**src/rtl/redundancy_ctrl_if.sv**
```systemverilog
// -----------------------------------------------------------------------------
// redundancy_ctrl_if
//   Groups the link/busy/manual-control inputs and the status outputs of
//   redundancy_ctrl into one bundle.
//
//   Signals
//     p1_link, p2_link   : link status of port 1 / port 2 (clk domain)
//     p1_busy, p2_busy   : tx_en|rx_dv of each port (foreign clock domain)
//     force_en, force_sel: manual mode enable and requested port (0 = p1)
//     sel                : mux select, 0 = port 1 active, 1 = port 2 active
//     state              : 0 ACTIVE, 1 DEBOUNCE, 2 DRAIN, 3 SWITCH
//     switch_pulse       : one-cycle pulse coincident with a sel toggle
//     switch_cnt         : saturating count of completed switches
//     no_link            : both links down (combinational)
//     drain_to           : sticky, a switch was forced by the drain timeout
//
//   Modports
//     master : the side that drives the link/busy/force inputs
//     slave  : the controller itself
// -----------------------------------------------------------------------------
interface redundancy_ctrl_if;
    logic       p1_link;
    logic       p2_link;
    logic       p1_busy;
    logic       p2_busy;
    logic       force_en;
    logic       force_sel;
    logic       sel;
    logic [1:0] state;
    logic       switch_pulse;
    logic [7:0] switch_cnt;
    logic       no_link;
    logic       drain_to;

    modport master (
        output p1_link, p2_link, p1_busy, p2_busy, force_en, force_sel,
        input  sel, state, switch_pulse, switch_cnt, no_link, drain_to
    );

    modport slave (
        input  p1_link, p2_link, p1_busy, p2_busy, force_en, force_sel,
        output sel, state, switch_pulse, switch_cnt, no_link, drain_to
    );
endinterface

```
**src/rtl/redundancy_ctrl.sv**
```systemverilog
// -----------------------------------------------------------------------------
// redundancy_ctrl
//   Two-port redundancy controller. Watches the link status of the active
//   port, debounces a loss, waits for both data paths to go idle (or for a
//   drain timeout) and then toggles the mux select. A manual mode lets the
//   user pick a port directly.
//
//   Ports
//     clk : system clock, the only clock of the block
//     rst : asynchronous, active-high reset
//     bus : redundancy_ctrl_if.slave (link/busy/force inputs, status outputs)
//
//   Parameters
//     HOLDOFF_CYCLES : cycles an active-link loss must persist before failover
//     IDLE_CYCLES    : consecutive idle cycles required before a switch
//     DRAIN_TIMEOUT  : maximum DRAIN residency before a forced switch
//     REVERT_CYCLES  : p1_link-high cycles before auto-revert to port 1
//
//   Build option
//     REDUN_REVERT_EN : when defined, the controller returns to port 1 once
//                       p1_link has been stable for REVERT_CYCLES; when not
//                       defined, port 2 stays selected until it fails or a
//                       manual request arrives.
// -----------------------------------------------------------------------------
module redundancy_ctrl #(
    parameter int HOLDOFF_CYCLES = 1250000,
    parameter int IDLE_CYCLES    = 16,
    parameter int DRAIN_TIMEOUT  = 125000,
    parameter int REVERT_CYCLES  = 125000000
) (
    input  logic             clk,
    input  logic             rst,
    redundancy_ctrl_if.slave bus
);

    localparam int HW = $clog2(HOLDOFF_CYCLES + 1);
    localparam int IW = $clog2(IDLE_CYCLES + 1);
    localparam int TW = $clog2(DRAIN_TIMEOUT + 1);

    typedef enum logic [1:0] {
        ST_ACTIVE   = 2'd0,
        ST_DEBOUNCE = 2'd1,
        ST_DRAIN    = 2'd2,
        ST_SWITCH   = 2'd3
    } state_t;

    // Why DRAIN was entered; decides which conditions abort it.
    typedef enum logic [1:0] {
        CAUSE_AUTO   = 2'd0,
        CAUSE_MANUAL = 2'd1,
        CAUSE_REVERT = 2'd2
    } cause_t;

    state_t        r_state;
    cause_t        r_cause;
    logic          r_sel;
    logic          r_switch_pulse;
    logic [7:0]    r_switch_cnt;
    logic          r_drain_to;
    logic [HW-1:0] r_hold_cnt;
    logic [IW-1:0] r_idle_cnt;
    logic [TW-1:0] r_to_cnt;
    logic          r_p1_meta, r_p1_sync;
    logic          r_p2_meta, r_p2_sync;

    logic          w_act_link;
    logic          w_stby_link;
    logic          w_idle;
    logic          w_fail_cond;
    logic          w_force_req;
    logic          w_drain_abort;
    logic          w_revert_req;
    logic [IW-1:0] w_idle_next;
    logic [TW-1:0] w_to_next;

    assign w_act_link  = r_sel ? bus.p2_link : bus.p1_link;
    assign w_stby_link = r_sel ? bus.p1_link : bus.p2_link;
    assign w_idle      = ~(r_p1_sync | r_p2_sync);

    // Automatic failover only when the standby side can actually take over;
    // with both links down nothing starts.
    assign w_fail_cond = ~bus.force_en & ~w_act_link & w_stby_link;
    assign w_force_req = bus.force_en & (bus.force_sel != r_sel);

    // Saturating next values of the two DRAIN counters.
    assign w_idle_next = !w_idle ? '0 :
                         (r_idle_cnt >= IW'(IDLE_CYCLES)) ? r_idle_cnt : r_idle_cnt + IW'(1);
    assign w_to_next   = (r_to_cnt >= TW'(DRAIN_TIMEOUT)) ? r_to_cnt : r_to_cnt + TW'(1);

    // NOTE: every signal written in always_comb gets a default first, so no
    // path leaves it unassigned and no latch is inferred.
    always_comb begin
        w_drain_abort = 1'b0;
        case (r_cause)
            CAUSE_MANUAL: w_drain_abort = ~bus.force_en | (bus.force_sel == r_sel);
            CAUSE_REVERT: w_drain_abort = bus.force_en | ~bus.p1_link;
            default:      w_drain_abort = bus.force_en | w_act_link | ~w_stby_link;
        endcase
    end

`ifdef REDUN_REVERT_EN
    localparam int RW = $clog2(REVERT_CYCLES + 1);

    logic [RW-1:0] r_rev_cnt;
    logic          w_rev_cond;

    // Counts consecutive cycles with port 1 healthy while parked on port 2.
    assign w_rev_cond   = (r_state == ST_ACTIVE) & r_sel & ~bus.force_en & bus.p1_link;
    assign w_revert_req = w_rev_cond & (r_rev_cnt >= RW'(REVERT_CYCLES - 1));

    always_ff @(posedge clk or posedge rst) begin
        if (rst) begin
            r_rev_cnt <= '0;
        end else if (!w_rev_cond) begin
            r_rev_cnt <= '0;
        end else if (r_rev_cnt < RW'(REVERT_CYCLES)) begin
            r_rev_cnt <= r_rev_cnt + RW'(1);
        end
    end
`else
    logic w_unused_revert;

    // Keeps the revert parameter referenced when the revert logic is not built.
    assign w_unused_revert = (REVERT_CYCLES > 0);
    assign w_revert_req    = 1'b0;
`endif

    // NOTE: sequential state is written with non-blocking assignments only, so
    // every register sees the values from before the clock edge.
    always_ff @(posedge clk or posedge rst) begin
        if (rst) begin
            r_state        <= ST_ACTIVE;
            r_cause        <= CAUSE_AUTO;
            r_sel          <= 1'b0;
            r_switch_pulse <= 1'b0;
            r_switch_cnt   <= '0;
            r_drain_to     <= 1'b0;
            r_hold_cnt     <= '0;
            r_idle_cnt     <= '0;
            r_to_cnt       <= '0;
            r_p1_meta      <= 1'b0;
            r_p1_sync      <= 1'b0;
            r_p2_meta      <= 1'b0;
            r_p2_sync      <= 1'b0;
        end else begin
            // Busy signals come from the PHY clock domains.
            r_p1_meta      <= bus.p1_busy;
            r_p1_sync      <= r_p1_meta;
            r_p2_meta      <= bus.p2_busy;
            r_p2_sync      <= r_p2_meta;
            r_switch_pulse <= 1'b0;

            case (r_state)
                ST_ACTIVE: begin
                    r_hold_cnt <= '0;
                    r_idle_cnt <= '0;
                    r_to_cnt   <= '0;
                    if (w_force_req) begin
                        r_state <= ST_DRAIN;
                        r_cause <= CAUSE_MANUAL;
                    end else if (w_fail_cond) begin
                        r_state <= ST_DEBOUNCE;
                    end else if (w_revert_req) begin
                        r_state <= ST_DRAIN;
                        r_cause <= CAUSE_REVERT;
                    end
                end

                ST_DEBOUNCE: begin
                    // Entered only with force_en low, so a high level here is a rise.
                    if (bus.force_en | w_act_link | ~w_stby_link) begin
                        r_state <= ST_ACTIVE;
                    end else if (r_hold_cnt >= HW'(HOLDOFF_CYCLES - 1)) begin
                        r_state <= ST_DRAIN;
                        r_cause <= CAUSE_AUTO;
                    end else begin
                        r_hold_cnt <= r_hold_cnt + HW'(1);
                    end
                end

                ST_DRAIN: begin
                    r_idle_cnt <= w_idle_next;
                    r_to_cnt   <= w_to_next;
                    if (w_drain_abort) begin
                        r_state <= ST_ACTIVE;
                    end else if (w_idle_next >= IW'(IDLE_CYCLES)) begin
                        r_state <= ST_SWITCH;
                    end else if (w_to_next >= TW'(DRAIN_TIMEOUT)) begin
                        r_state    <= ST_SWITCH;
                        r_drain_to <= 1'b1;
                    end
                end

                ST_SWITCH: begin
                    r_sel          <= ~r_sel;
                    r_switch_pulse <= 1'b1;
                    if (r_switch_cnt != 8'hFF) begin
                        r_switch_cnt <= r_switch_cnt + 8'd1;
                    end
                    r_state <= ST_ACTIVE;
                end
            endcase
        end
    end

    assign bus.sel          = r_sel;
    assign bus.state        = r_state;
    assign bus.switch_pulse = r_switch_pulse;
    assign bus.switch_cnt   = r_switch_cnt;
    assign bus.drain_to     = r_drain_to;
    assign bus.no_link      = ~bus.p1_link & ~bus.p2_link;

endmodule
```
**src/flat_wrapper.sv**
```systemverilog
// flat-port wrapper written by rule: the top's interface ports become plain ports
module redundancy_ctrl_flat 
#(
    parameter int HOLDOFF_CYCLES = 1250000,
    parameter int IDLE_CYCLES    = 16,
    parameter int DRAIN_TIMEOUT  = 125000,
    parameter int REVERT_CYCLES  = 125000000
)
  (clk, rst, bus_p1_link, bus_p2_link, bus_p1_busy, bus_p2_busy, bus_force_en, bus_force_sel, bus_sel, bus_state, bus_switch_pulse, bus_switch_cnt, bus_no_link, bus_drain_to);
  redundancy_ctrl_if bus_i ();
  input  logic clk;
  input  logic rst;
  input wire logic [$bits(bus_i.p1_link)-1:0] bus_p1_link;
  input wire logic [$bits(bus_i.p2_link)-1:0] bus_p2_link;
  input wire logic [$bits(bus_i.p1_busy)-1:0] bus_p1_busy;
  input wire logic [$bits(bus_i.p2_busy)-1:0] bus_p2_busy;
  input wire logic [$bits(bus_i.force_en)-1:0] bus_force_en;
  input wire logic [$bits(bus_i.force_sel)-1:0] bus_force_sel;
  output wire logic [$bits(bus_i.sel)-1:0] bus_sel;
  output wire logic [$bits(bus_i.state)-1:0] bus_state;
  output wire logic [$bits(bus_i.switch_pulse)-1:0] bus_switch_pulse;
  output wire logic [$bits(bus_i.switch_cnt)-1:0] bus_switch_cnt;
  output wire logic [$bits(bus_i.no_link)-1:0] bus_no_link;
  output wire logic [$bits(bus_i.drain_to)-1:0] bus_drain_to;
  assign bus_i.p1_link = bus_p1_link;
  assign bus_i.p2_link = bus_p2_link;
  assign bus_i.p1_busy = bus_p1_busy;
  assign bus_i.p2_busy = bus_p2_busy;
  assign bus_i.force_en = bus_force_en;
  assign bus_i.force_sel = bus_force_sel;
  assign bus_sel = bus_i.sel;
  assign bus_state = bus_i.state;
  assign bus_switch_pulse = bus_i.switch_pulse;
  assign bus_switch_cnt = bus_i.switch_cnt;
  assign bus_no_link = bus_i.no_link;
  assign bus_drain_to = bus_i.drain_to;
  redundancy_ctrl #(.HOLDOFF_CYCLES(HOLDOFF_CYCLES), .IDLE_CYCLES(IDLE_CYCLES), .DRAIN_TIMEOUT(DRAIN_TIMEOUT), .REVERT_CYCLES(REVERT_CYCLES)) u_core (.clk(clk), .rst(rst), .bus(bus_i));
endmodule
```
**config.mk**
```make
export PLATFORM = sky130hd
export DESIGN_NAME = redundancy_ctrl_flat
export DESIGN_NICKNAME = d
export VERILOG_FILES = /design/src/rtl/redundancy_ctrl_if.sv /design/src/rtl/redundancy_ctrl.sv /design/src/flat_wrapper.sv
export SDC_FILE = /design/constraint.sdc
export NUM_CORES = 1
export LEC_CHECK = 0
export ABC_AREA = 1
export BUFFER_PORTS_ARGS = -buffer_cell sky130_fd_sc_hd__buf_2
export CAP_MARGIN = 20
export CORE_UTILIZATION = 35
export CTS_BUF_LIST = sky130_fd_sc_hd__clkbuf_8
export DETAILED_ROUTE_END_ITERATION = 10
export GPL_TIMING_DRIVEN = 0
export PLACE_DENSITY = 0.53
export SLEW_MARGIN = 0
export SYNTH_ARGS = -nofsm -noshare
export SYNTH_HDL_FRONTEND = slang
export SYNTH_SLANG_ARGS = --single-unit
```
**constraint.sdc**
```tcl
create_clock -name clk -period 2.44 [get_ports clk]
set_clock_uncertainty 0.2 [all_clocks]
set_input_delay 0.732 -clock clk [delete_from_list [all_inputs] [get_ports clk]]
set_output_delay 0.732 -clock clk [all_outputs]
set_load 0.05 [all_outputs]
```
* Yosys cells after proc, flatten, opt, wreduce, memory -nomap -nowiden
Index checks and enable logic that the tools add are counted.
** Word-level totals
- Latch bits :: 0
- Memory bits (writable) :: 0
- Memories :: 0
- Memory bits (read-only) :: 0
- Register bits :: 62
- Input bits :: 8
** Cells by class
- Div/mod/pow operators :: 0
- Shift-type cells :: 0
- Muxes and demuxes :: 24
- $add $sub $neg :: 4
- Multipliers :: 0
- $lt $le $gt $ge :: 5
- Bitwise operators :: 17
- Eq/ne operators :: 15
- Reduce and logical (&&, ||, !) cells :: 8
** Operators by type and width (count)
- $mux 21 :: 2
- $pmux 21 s2 :: 1
- $ge 17x17->1 const B :: 2
- $pmux 17 s2 :: 1
- $add 21x1->21 const B :: 1
- $ge 21x21->1 const B :: 1
- $mux 2 :: 10
- $add 17x1->17 const B :: 1
- $mux 17 :: 1
- $ge 5x5->1 const B :: 2
- $mux 5 :: 2
- $pmux 5 s2 :: 1
- $add 8x1->8 const B :: 1
- $ne 8x8->1 const B :: 1
- $not 1->1 :: 8
- $pmux 2 s4 :: 1
- $reduce_and 4->1 :: 2
- $eq 2x2->1 const B :: 3
- $ne 3x1->1 const B :: 2
- $reduce_and 3->1 :: 2
- $add 5x1->5 const B :: 1
- $or 1x1->1 :: 5
- $and 1x1->1 :: 4
- $eq 2x1->1 const B :: 2
- other kinds (11) :: 16

* Logic depth before layout (Yosys ltp)
- Word-level depth :: 7
- Gate-level depth with buffers :: 17

* Worst setup path after synthesis
No wires, ideal clock.
- Kind :: input to output
- Start :: in bus_p1_link
- End :: out bus_no_link
- Cell stages on the path :: 1
- Data arrival time :: 1.386 ns
- Slack :: 0.122 ns
- Buffers on the path :: 0
- Cells stage by stage :: nor2_1
** On the way
- Longest elaborated chain between the ends :: 2
** Ends and longest elaborated chain
- start: declaration :: line flat_wrapper.sv:13 : input wire logic [$bits(bus_i.p1_link)-1:0] bus_p1_link;
- $not 1->1 :: line redundancy_ctrl.sv:211 : assign bus.no_link = ~bus.p1_link & ~bus.p2_link;
- $and 1x1->1 :: line redundancy_ctrl.sv:211
- end: declaration :: line flat_wrapper.sv:23 : output wire logic [$bits(bus_i.no_link)-1:0] bus_no_link;
Every way passes these cells.

* Worst setup path in the final report
- Start :: reg u_core.r_hold_cnt[1]
- End :: reg u_core.r_hold_cnt[5]
** On the way
- Longest elaborated chain between the ends :: 4
- Elaborated cells on any way between the ends :: 7
- Those cells by class :: add/sub (1); order compare (1); eq/ne (1); mux (3); reduce/logical (1)
** Ends and longest elaborated chain
- start: declaration :: line redundancy_ctrl.sv:60 : logic [HW-1:0] r_hold_cnt;
- start signal: assignment :: line redundancy_ctrl.sv:177 : r_hold_cnt <= r_hold_cnt + HW'(1);
- $add 21x1->21 :: line redundancy_ctrl.sv:177
- $mux 21 :: line redundancy_ctrl.sv:173 : end else if (r_hold_cnt >= HW'(HOLDOFF_CYCLES - 1)) begin
- $mux 21 :: line redundancy_ctrl.sv:171 : if (bus.force_en | w_act_link | ~w_stby_link) begin
- $pmux 21 s2 :: line redundancy_ctrl.sv:153 : case (r_state)
Several ways; a longest one is shown, not always the timed one. The select of a mux whose other input is x is not followed.
A chain may end at the register's enable or synchronous reset.

==> out/results.ini <==
[synth]
synthXorXnorAreaFrac_pct=6.854
synth_top_area_cell=dfrtp_1
synth_area_leaders=dfrtp_1 (39%), nand2_1 (15%), inv_1 (5.6%), xor2_1 (5.5%), nor2_1 (5.5%)
synth_most_common_cell=nand2_1
syn_inst=552
yosys.area_share.adder_pct=1.895
async_flop_share_pct=100.0
ys_types=40
synth_warnings=0
syn_nets=566
synth_area_um2=3961
synth_ff_type=dfrtp_1
synth-simple-area-share_pct=35.34
synth-edff-count=0
syn_area_per_cell_um2=7.176
synth_top_family_by_area=simple AND/OR/NAND/NOR gates
synth_top_area_share_pct=38.53
seq_area_frac_synth_pct=38.53
synth_compound_area_share_pct=8.212
ys_ff_latch=61
synth_mux_area_share_pct=0.2527
synth_top_cells_by_count=nand2_1 (158), dfrtp_1 (61), inv_1 (59)

[timing]
worstMarginPinSlew_ps=809.9
rsz0062_at_grt=false
fin_crit_ps=2234
tns_ps=0
timing.final.crit_share_pct=91.54
slew_viol_final=0
setup_viol=0
max_slew_margin_pct=45.89
finalHoldViolCount=0
fmax_mhz=447.7

[clock_tree]
path_clk_slew_ps=80
cts_hold_repair.buffers=0
insertion_delay_ps=350
cts_tree=built
cts_inserted_buffers=9
htreeDepth=3
cts_buffer_depth=2
cts.sinks=61
root_buffer=clkbuf_8

[critical_path]
critical_path.slowest_cell=dfrtp_1
critical_path.cell_chain=ha_4 > nand2_1 > nor2_2 > inv_2 > nor4_4 > nand4_1 > nand2_1 > nand2_1 > nand2_2 > inv_2 > buf_6 > nand2_1 > nand2_1
crit_arrival_ps=2270
worstSetupPathType=flip-flop to flip-flop
critPathLaunchType=flip-flop
slowest_delay_ps=420
critPathRequiredTime_ps=2480
crit_fanout=10
crit_top_cell=nand2_1
worst_setup_path_end_kind=flip-flop

[detailed_routing]
drc_errors=0
vias=3545
viasPerCell=4.836
post_drt_wl_per_cell_um=12.95
antenna_left=0
wl_met3_um=338
drtIter0Drc=204
firstDrtPassIters=4
highest_layer=met4
finalWirelength_mm=9.490
met2_length_mm=4.371
wl_met1_mm=4.663

[power]
leakage_nw=2.109
powerDensity_nw_per_um2=670.4
ir_worst_vdd_uv=392.9

[floorplan]
io_pins=22
initial_core_util_pct=36.22
fp.coreArea_um2=10940
rows=38
die_w_um=108.4
die_h_um=108.4
dieArea_um2=11750

[global_route]
overflow=0
track_usage_pct=17.89
grt_pass1_vias=3385
grt_pass1_wl_mm=16.28
antenna_found_initial=0
grt_max_degree=36

[place]
gp_congestion=0.8935
io_buffers=21
post-dp-hpwl_mm=7.016
placed_area_um2=4265

[run_status]
outcome=finished, final reports clean

[cells_and_area]
syn_to_final_growth_pct=14.56
insertedDiodeCount=0
layout.nets=602
stdcell_area_um2=4538
drive_gt1_share_pct=16.02

[flow_run]
maxCapViolations=0

[worst_hold_path]
min_path_type=flip-flop to flip-flop

==> layout make-up <==
type / count / area, um2
buffer: 17 / 102.6
clock buffer: 9 / 123.9
clock inverter: 7 / 72.57
fill: 1142 / 6397
inverter: 66 / 254.0
multi-input combinational: 408 / 2135
sequential: 61 / 1528
tap: 140 / 175.2
timing repair buffer: 25 / 147.6
==> state kept, by name, summed over array words and instances (netlist names), 2 cells and up <==
register               count
u_core.bus.switch_cnt      8
u_core.r_hold_cnt         21
u_core.r_idle_cnt          5
u_core.r_to_cnt           17
u_core.bus.state           2
==> worst max-delay path: cells and delay by family (launching register included) <==
family / cells / cell delay, ps
simple gates: 9 / 980
flops: 1 / 420
fa+ha+maj: 1 / 180
buf+inv: 3 / 360
==> cells in the final DEF, fill, tap and decap left out, types with 3 or more instances in the layout <==
cell type / count
nand2_2: 8
clkbuf_2: 3
ha_1: 4
clkbuf_8: 9
nor4_1: 5
buf_6: 3
inv_1: 57
a21oi_1: 6
nor2_1: 55
nor3_1: 6
xor2_1: 25
o21ai_0: 28
nor2_2: 9
inv_2: 6
nand4_1: 14
buf_2: 25
nor2_4: 4
nand3_1: 43
nand2_1: 158
clkbuf_1: 5
buf_4: 5
clkinvlp_4: 3
o22ai_1: 14
xnor2_1: 6
dfrtp_1: 60
==> worst paths after layout <==
path | startpoint | endpoint | slack, ps | cells after the start
setup / recovery | u_core.r_hold_cnt[1]$_DFFE_PP0P_ | u_core.r_hold_cnt[5]$_DFFE_PP0P_ | 210 | 13
hold / removal | u_core.r_p2_meta$_DFF_PP0_ | u_core.r_p2_sync$_DFF_PP0_ | 150 | 0
setup reg to reg | u_core.r_hold_cnt[1]$_DFFE_PP0P_ | u_core.r_hold_cnt[5]$_DFFE_PP0P_ | 210 | 13
hold reg to reg | u_core.r_p2_meta$_DFF_PP0_ | u_core.r_p2_sync$_DFF_PP0_ | 150 | 0
max in group asynchronous | rst | u_core.r_hold_cnt[0]$_DFFE_PP0P_ | 1110 | 3
min in group asynchronous | rst | u_core.bus.switch_cnt[0]$_DFFE_PP0P_ | 320 | 2
==> cell families after synthesis <==
| kind of cell | Yosys count |
|---|---|
| simple gates | 313 |
| buf+inv | 83 |
| flops | 61 |
| compound gates | 57 |
| xor+xnor | 31 |
| fa+ha+maj | 6 |
| mux | 1 |
==> per-stage QoR <==
step | instances | total power [W] | util (%) | setup slack [ps] | hold slack, ps
floorplan | 552 | 0.001856 | - | 122.5 | 131.2
global placement | 713 | 0.002103 | 38.82 | -180.2 | 132.4
detailed placement | 714 | 0.002119 | 39.00 | -132.8 | 136.4
CTS | 730 | 0.003057 | 40.90 | 21.32 | 154.8
global route | 733 | 0.003236 | 41.50 | 7.408 | 163.3
finish | 733 | 0.003042 | 41.50 | 206.4 | 151.4
==> routing by layer <==
| layer | vias up | GRT usage [%] |
|---|---|---|
| met5 | - | 0 |
| met3 | 11 | 4.882 |
| met1 | 1653 | 24.09 |
| met4 | 0 | 5.116 |
| li1 | 1832 | - |
| met2 | 49 | 28.07 |
==> power breakdown <==
part | switching (W) | leakage, nW | internal [W] | total [W]
Sequential | 0.0000874 | 0.829 | 0.00109 | 0.00118
Clock | 0.000446 | 0.0960 | 0.000475 | 0.000921
Combinational | 0.000691 | 1.18 | 0.000248 | 0.000939
Total | 0.00122 | 2.11 | 0.00182 | 0.00304
==> what timing repair did <==
item	in CTS	in global routing
pin swaps	0	2
setup buffers	0	3
endpoints found under the setup margin	23	24
gates resized for setup	3	9
endpoints found under the hold margin	0	0
Note: power is estimated with default switching activity, not from simulation.
